`src/rtl/sound_pkg.sv`:
```
// Note encoding, tone half-periods (clk cycles at 100 MHz) and the sound-code to note-sequence ROM.
package sound_pkg;

   typedef enum logic [3:0] {
      REST = 4'd0, C4 = 4'd1, E4 = 4'd2, G4 = 4'd3, C5 = 4'd4,
      E5 = 4'd5, G5 = 4'd6, A5 = 4'd7, C6 = 4'd8
   } note_e;

   typedef logic [3:0][3:0] seq_t;

   localparam logic [17:0] HP_C4 = 18'd190840;
   localparam logic [17:0] HP_E4 = 18'd151686;
   localparam logic [17:0] HP_G4 = 18'd127551;
   localparam logic [17:0] HP_C5 = 18'd95557;
   localparam logic [17:0] HP_E5 = 18'd75843;
   localparam logic [17:0] HP_G5 = 18'd63776;
   localparam logic [17:0] HP_A5 = 18'd56818;
   localparam logic [17:0] HP_C6 = 18'd47778;

   localparam logic [2:0] SND_MOVE    = 3'd1;
   localparam logic [2:0] SND_SELECT  = 3'd2;
   localparam logic [2:0] SND_CAPTURE = 3'd3;
   localparam logic [2:0] SND_CHECK   = 3'd4;
   localparam logic [2:0] SND_ILLEGAL = 3'd5;
   localparam logic [2:0] SND_WIN     = 3'd6;
   localparam logic [2:0] SND_LOSE    = 3'd7;

   // Unused slots stay REST, which terminates the sequence.
   function automatic seq_t code_seq(input logic [2:0] code);
      seq_t s;
      s = '0;
      case (code)
         SND_MOVE:    s[0] = E5;
         SND_SELECT:  s[0] = G5;
         SND_CAPTURE: begin s[0] = C5; s[1] = G5; end
         SND_CHECK:   begin s[0] = A5; s[1] = A5; end
         SND_ILLEGAL: s[0] = C4;
         SND_WIN:     begin s[0] = C5; s[1] = E5; s[2] = G5; s[3] = C6; end
         SND_LOSE:    begin s[0] = G4; s[1] = E4; s[2] = C4; end
         default:     s = '0;
      endcase
      return s;
   endfunction

endpackage

```
`src/rtl/sound_tone_gen.sv`:
```
// Square-wave generator: phase counter plus toggle flop, restarted by load and silenced when disabled.
module sound_tone_gen (
   input  logic        clk,
   input  logic        rst,
   input  logic        en,
   input  logic        load,
   input  logic [17:0] half_period,
   output logic        pwm
);
   logic [17:0] hp_q, hp_d;
   logic [17:0] cnt_q, cnt_d;
   logic        pwm_q, pwm_d;

   // Next phase/toggle state.
   always_comb begin
      hp_d  = hp_q;
      cnt_d = cnt_q;
      pwm_d = pwm_q;
      if (load) begin
         hp_d  = half_period;
         cnt_d = 18'd0;
         pwm_d = 1'b0;
      end else if (en) begin
         if (cnt_q == hp_q - 18'd1) begin
            cnt_d = 18'd0;
            pwm_d = ~pwm_q;
         end else begin
            cnt_d = cnt_q + 18'd1;
         end
      end else begin
         cnt_d = 18'd0;
         pwm_d = 1'b0;
      end
   end

   // Tone state registers.
   always_ff @(posedge clk) begin
      if (rst) begin
         hp_q  <= 18'd0;
         cnt_q <= 18'd0;
         pwm_q <= 1'b0;
      end else begin
         hp_q  <= hp_d;
         cnt_q <= cnt_d;
         pwm_q <= pwm_d;
      end
   end

   assign pwm = pwm_q;
endmodule

```
`src/rtl/sound_scheduler.sv`:
```
// Request FIFO plus note/gap sequencer driving the PWM audio pin; game-end codes pre-empt everything.
// Optional SOUND_DEDUP_EN: drop a request equal to the FIFO tail (or the playing code when the FIFO is empty).
module sound_scheduler
   import sound_pkg::*;
#(
   parameter int FIFO_DEPTH = 4,
   parameter int NOTE_CYC   = 10000000,
   parameter int GAP_CYC    = 2000000,
   parameter int HP_DIV     = 1
) (
   input  logic       clk,
   input  logic       rst,
   input  logic       req_valid,
   input  logic [2:0] req_code,
   output logic       pwm,
   output logic       busy,
   output logic       overflow,
   output logic [2:0] cur_code
);
   localparam int AW   = $clog2(FIFO_DEPTH);
   localparam int CW   = AW + 1;
   localparam int TMAX = (NOTE_CYC > GAP_CYC) ? NOTE_CYC : GAP_CYC;
   localparam int TW   = $clog2(TMAX + 1);
   // HP_DIV shrinks every pitch uniformly so short simulated notes still show toggles.
   localparam logic [17:0] HPS_C4 = 18'(HP_C4 / HP_DIV);
   localparam logic [17:0] HPS_E4 = 18'(HP_E4 / HP_DIV);
   localparam logic [17:0] HPS_G4 = 18'(HP_G4 / HP_DIV);
   localparam logic [17:0] HPS_C5 = 18'(HP_C5 / HP_DIV);
   localparam logic [17:0] HPS_E5 = 18'(HP_E5 / HP_DIV);
   localparam logic [17:0] HPS_G5 = 18'(HP_G5 / HP_DIV);
   localparam logic [17:0] HPS_A5 = 18'(HP_A5 / HP_DIV);
   localparam logic [17:0] HPS_C6 = 18'(HP_C6 / HP_DIV);

   typedef enum logic [1:0] {IDLE = 2'd0, LOAD = 2'd1, NOTE = 2'd2, GAP = 2'd3} state_e;

   state_e        state_q, state_d;
   logic [1:0]    slot_q, slot_d;
   logic [2:0]    cur_code_q, cur_code_d;
   logic [TW-1:0] timer_q, timer_d;
   logic [2:0]    mem_q [FIFO_DEPTH];
   logic [2:0]    mem_d [FIFO_DEPTH];
   logic [AW-1:0] wr_ptr_q, wr_ptr_d, rd_ptr_q, rd_ptr_d;
   logic [CW-1:0] count_q, count_d;
   logic          overflow_q, overflow_d, busy_q, busy_d;
   logic          preempt_s, queue_req_s, dup_s, full_s, pop_s, push_s;
   seq_t          cur_seq_s, load_seq_s;
   logic [3:0]    cur_note_s, next_note_s, load_note_s;
   logic [17:0]   load_hp_s;

   // Request classification and FIFO handshake.
   always_comb begin
      preempt_s   = req_valid & (req_code >= SND_WIN);
      queue_req_s = req_valid & (req_code != 3'd0) & (req_code < SND_WIN);
      full_s      = (count_q == CW'(FIFO_DEPTH));
      pop_s       = (state_q == IDLE) & (count_q != CW'(0)) & ~preempt_s;
      dup_s       = 1'b0;
`ifdef SOUND_DEDUP_EN
      if (count_q != CW'(0)) begin
         dup_s = (req_code == mem_q[wr_ptr_q - AW'(1)]);
      end else begin
         dup_s = (state_q != IDLE) & (req_code == cur_code_q);
      end
`endif
      push_s = queue_req_s & ~dup_s & (~full_s | pop_s);
   end

   // FIFO next state; a pre-empt flushes it.
   always_comb begin
      mem_d      = mem_q;
      wr_ptr_d   = wr_ptr_q;
      rd_ptr_d   = rd_ptr_q;
      count_d    = count_q;
      overflow_d = overflow_q | (queue_req_s & ~dup_s & ~push_s);
      if (preempt_s) begin
         wr_ptr_d = AW'(0);
         rd_ptr_d = AW'(0);
         count_d  = CW'(0);
      end else begin
         if (push_s) begin
            mem_d[wr_ptr_q] = req_code;
         end else begin
            mem_d = mem_q;
         end
         wr_ptr_d = push_s ? wr_ptr_q + AW'(1) : wr_ptr_q;
         rd_ptr_d = pop_s ? rd_ptr_q + AW'(1) : rd_ptr_q;
         count_d  = count_q + CW'(push_s) - CW'(pop_s);
      end
   end

   // Sequencer next state.
   always_comb begin
      state_d     = state_q;
      slot_d      = slot_q;
      cur_code_d  = cur_code_q;
      timer_d     = timer_q;
      cur_seq_s   = code_seq(cur_code_q);
      cur_note_s  = cur_seq_s[slot_q];
      next_note_s = cur_seq_s[slot_q + 2'd1];
      if (preempt_s) begin
         state_d    = LOAD;
         cur_code_d = req_code;
         slot_d     = 2'd0;
         timer_d    = TW'(0);
      end else begin
         case (state_q)
            IDLE: begin
               cur_code_d = 3'd0;
               if (pop_s) begin
                  cur_code_d = mem_q[rd_ptr_q];
                  slot_d     = 2'd0;
                  state_d    = LOAD;
               end else begin
                  state_d = IDLE;
               end
            end
            LOAD: begin
               timer_d = TW'(0);
               if (cur_note_s == REST) begin
                  state_d    = IDLE;
                  cur_code_d = 3'd0;
               end else begin
                  state_d = NOTE;
               end
            end
            NOTE: begin
               if (timer_q == TW'(NOTE_CYC - 1)) begin
                  timer_d = TW'(0);
                  state_d = GAP;
               end else begin
                  timer_d = timer_q + TW'(1);
               end
            end
            GAP: begin
               if (timer_q == TW'(GAP_CYC - 1)) begin
                  timer_d = TW'(0);
                  slot_d  = slot_q + 2'd1;
                  if ((slot_q == 2'd3) || (next_note_s == REST)) begin
                     state_d    = IDLE;
                     cur_code_d = 3'd0;
                  end else begin
                     state_d = LOAD;
                  end
               end else begin
                  timer_d = timer_q + TW'(1);
               end
            end
            default: begin
               state_d    = IDLE;
               cur_code_d = 3'd0;
            end
         endcase
      end
      busy_d = (state_d != IDLE) | (count_d != CW'(0));
   end

   // Pitch of the note about to be loaded, so the tone generator lines up with the state register.
   always_comb begin
      load_seq_s  = code_seq(cur_code_d);
      load_note_s = load_seq_s[slot_d];
      case (load_note_s)
         C4:      load_hp_s = HPS_C4;
         E4:      load_hp_s = HPS_E4;
         G4:      load_hp_s = HPS_G4;
         C5:      load_hp_s = HPS_C5;
         E5:      load_hp_s = HPS_E5;
         G5:      load_hp_s = HPS_G5;
         A5:      load_hp_s = HPS_A5;
         C6:      load_hp_s = HPS_C6;
         default: load_hp_s = 18'd0;
      endcase
   end

   // State, FIFO and status registers.
   always_ff @(posedge clk) begin
      if (rst) begin
         state_q    <= IDLE;
         slot_q     <= 2'd0;
         cur_code_q <= 3'd0;
         timer_q    <= TW'(0);
         wr_ptr_q   <= AW'(0);
         rd_ptr_q   <= AW'(0);
         count_q    <= CW'(0);
         overflow_q <= 1'b0;
         busy_q     <= 1'b0;
         for (int i = 0; i < FIFO_DEPTH; i++) mem_q[i] <= 3'd0;
      end else begin
         state_q    <= state_d;
         slot_q     <= slot_d;
         cur_code_q <= cur_code_d;
         timer_q    <= timer_d;
         wr_ptr_q   <= wr_ptr_d;
         rd_ptr_q   <= rd_ptr_d;
         count_q    <= count_d;
         overflow_q <= overflow_d;
         busy_q     <= busy_d;
         for (int i = 0; i < FIFO_DEPTH; i++) mem_q[i] <= mem_d[i];
      end
   end

   sound_tone_gen u_tone (
      .clk         (clk),
      .rst         (rst),
      .en          (state_d == NOTE),
      .load        (state_d == LOAD),
      .half_period (load_hp_s),
      .pwm         (pwm)
   );

   assign busy     = busy_q;
   assign overflow = overflow_q;
   assign cur_code = cur_code_q;
endmodule

```
`config.mk`:
```
export PLATFORM = sky130hd
export DESIGN_NAME = sound_scheduler
export DESIGN_NICKNAME = d
export VERILOG_FILES = /design/src/rtl/sound_pkg.sv /design/src/rtl/sound_tone_gen.sv /design/src/rtl/sound_scheduler.sv
export SDC_FILE = /design/constraint.sdc
export NUM_CORES = 1
export LEC_CHECK = 0
export CAP_MARGIN = 20
export CELL_PAD_IN_SITES_DETAIL_PLACEMENT = 1
export CELL_PAD_IN_SITES_GLOBAL_PLACEMENT = 2
export CORE_MARGIN = 2
export CORE_UTILIZATION = 39
export DETAILED_ROUTE_END_ITERATION = 6
export GPL_ROUTABILITY_DRIVEN = 1
export PLACE_DENSITY = 0.91
export RECOVER_POWER = 100
export SETUP_SLACK_MARGIN = 0.05
export SLEW_MARGIN = 10
export SYNTH_ARGS = -nofsm -noshare
export SYNTH_HDL_FRONTEND = slang
export SYNTH_HIERARCHICAL = 1
export SYNTH_SLANG_ARGS = --single-unit
```
`constraint.sdc`:
```
create_clock -name clk -period 4.35 [get_ports clk]
set_clock_uncertainty 0.15 [all_clocks]
set_input_delay 0.435 -clock clk [delete_from_list [all_inputs] [get_ports clk]]
set_output_delay 0.435 -clock clk [all_outputs]
set_load 0.02 [all_outputs]
```
==> run metrics <==
status=finished, final reports clean; Slew Limit Headroom=0.156; first-pass GRT wire length=23200 um; grt total ovfl=0; post-route cell area=6040 sq um; Seq cells post-synth=89; # IOs=12; initial antenna violation count=0; First-pass DRT Iterations=4; Root Driver=clkbuf_16; largest net degree at the start of global routing=24; Synth area leader=dfxtp_1; Via density=5.43; fin crit share=0.934; dpl cell area=5720 sq um; Yosys top cell area share=0.327; Final Hold Viols=0; Inserted Diodes=0; fin crit period=4.06 ns; VDD IR max=0.222 mV; routability cong.=0.865; sequential area share after synthesis=0.327; number of global-route vias before repair=4866; Fin Setup TNS=0 ns; routing usage on met3=0.0293; Worst-path clk slew=0.07 ns; met1 Use GR=0.228; fin. max-slew vios=0; worst slew pin tran=1.26 ns; EDFF count, synth=0; Core Rows=43; Hold WS=0.312 ns; critical path class=reg -> reg; Async S/R FF share, synth=0; Post-synth top flop=dfxtp_1; worst-skew pair later-pin latency=0.35 ns; routed wire length=13600 um; top post-synthesis cells by area=dfxtp_1, nor2_1, xnor2_1, xor2_1, ha_1; Critical Path AT=4.15 ns; Die W=122 um; number of synthesis warnings=6; gr usage total=0.194; Cell variety after synth=84; total power=3.06 mW; post-layout util=0.438; critical path required time=4.44 ns; die area=14900 sq um; port bufs=11; GR peak layer=met2; met2 Use GR=0.351; initial drt markers=134; area delta synth->final=10.7%; Worst setup SP type=flop; Syn Inst Count=642; Vias=4536; synthesized area per cell=8.50 sq um; maximum fanout along the worst path=9; DRC=0; routed len/inst=16.2 um; CTS H-tree depth=3; mapped cell area=5450 sq um; post-route antenna net violation count=0; Max-cap violations=0; die height=122 um; CTS Hold Bufs=0; CTS tree=built; final setup vio count=0; clk buf depth=2; Post-synth top cells=nor2_1, dfxtp_1, nand2_1; initial core utilization=0.396; Net Count, Synth=672; count leader, synth=nor2_1; RSZ-0062 raised after global routing=false; layout cells sized above 1=0.108; Final Net Count=681; pwr dens=507 nW/um^2; clock buffer count from CTS=9; fmax=0.246 GHz; Worst setup EP type=flop; total core area=13800 sq um; Lkg Pwr=2.20 nW; min-delay worst type=reg -> reg; HPWL Detailed=10300 um; # clock sinks=89
## critical path, cell delays in order (launching register included)
cell and delay, ns:
dfxtp_1 0.46, ha_1 0.31, nor2b_1 0.12, mux2i_1 0.13, a2111oi_4 0.42, or3_4 0.25
a31o_1 0.39, nor2_1 0.08, o41a_1 0.54, inv_1 0.20, ha_1 0.28, inv_1 0.08
a221o_1 0.34, mux2i_1 0.13, nor2_1 0.05
## final timing paths
| path | from | endpoint | slack, ns | depth (start not counted) |
|---|---|---|---|---|
| hold / removal | mem_q[5] | mem_q[5] | 0.31 | 2 |
| hold reg to reg | mem_q[5] | mem_q[5] | 0.31 | 2 |
| setup reg to reg | slot_q[1] | u_tone/hp_q[13] | 0.29 | 14 |
| setup / recovery | slot_q[1] | u_tone/hp_q[13] | 0.29 | 14 |
## registers in the layout, indices dropped and copies added, names as in the netlist
register and cells:
wr_ptr_q 2, slot_q 2, mem_q 12, u_tone/hp_q 18, busy 1, overflow 1, u_tone/pwm 1, u_tone/cnt_q 18
count_q 3, cur_code 3, timer_q 24, state_q 2, rd_ptr_q 2
## final cells by class
type	instances	area (sq um)
Clock buffer	9	225
Clock inverter	7	78.8
Fill cell	1642	7730
Inverter	19	71.3
Multi-Input combinational cell	506	3450
Sequential cell	89	1780
Tap cell	180	225
Timing Repair Buffer	26	204
## timing repair
action                     4_1_cts  5_1_grt
setup endpoints to repair        0        4
buffers inserted                 0        4
resized for setup                0       10
## cells by family (layout without fill, tap and decap cells)
group                      count (synthesis)  after routing  synth area share
and+or+nand+nor                          296            296             0.284
DFF                                       89             89             0.327
AOI/OAI and AO/OA                         88             88             0.118
xor gates and xnor gates                  71             71             0.117
buffers and inverters                     47             61            0.0411
muxes                                     27             27            0.0574
adders and majority gates                 24             24            0.0564
## where the power goes
group          internal [mW]  switching [mW]
clock network          0.449           0.347
logic                  0.563           0.690
registers              0.893           0.121
## through the flow
step / setup slack, ns / std cells
2_1_floorplan: 0.366 / 642
3_3_place_gp: 0.330 / 816
3_5_place_dp: 0.127 / 816
4_1_cts: 0.102 / 832
5_1_grt: 0.0396 / 836
6_report: 0.287 / 836
## cell usage in the layout, fill, tap and decap left out, types with 4 or more instances in the layout
cell type,n
clkbuf_16,9
inv_1,19
clkbuf_1,5
xor2_1,33
nand3_1,33
xnor2_1,37
ha_1,22
buf_4,10
a21oi_1,29
o21ai_1,4
nor4_1,7
nand2b_1,7
and3_1,6
dlygate4sd3_1,8
nand4_1,10
nor3_1,19
o21ai_0,8
or3_1,6
nand2_1,54
mux2i_1,23
dfxtp_1,88
nor2_1,108
## layer usage
| layer | part of all wire | wire, um | vias to the layer above |
|---|---|---|---|
| li1 | - | - | 2248 |
| met1 | 0.44 | 6030 | 2220 |
| met2 | 0.52 | 7050 | 47 |
| met3 | 0.019 | 252 | 21 |
| met4 | 0.018 | 240 | 0 |
| met5 | 0 | 0 | - |
Note: power is estimated with default switching activity, not from simulation.
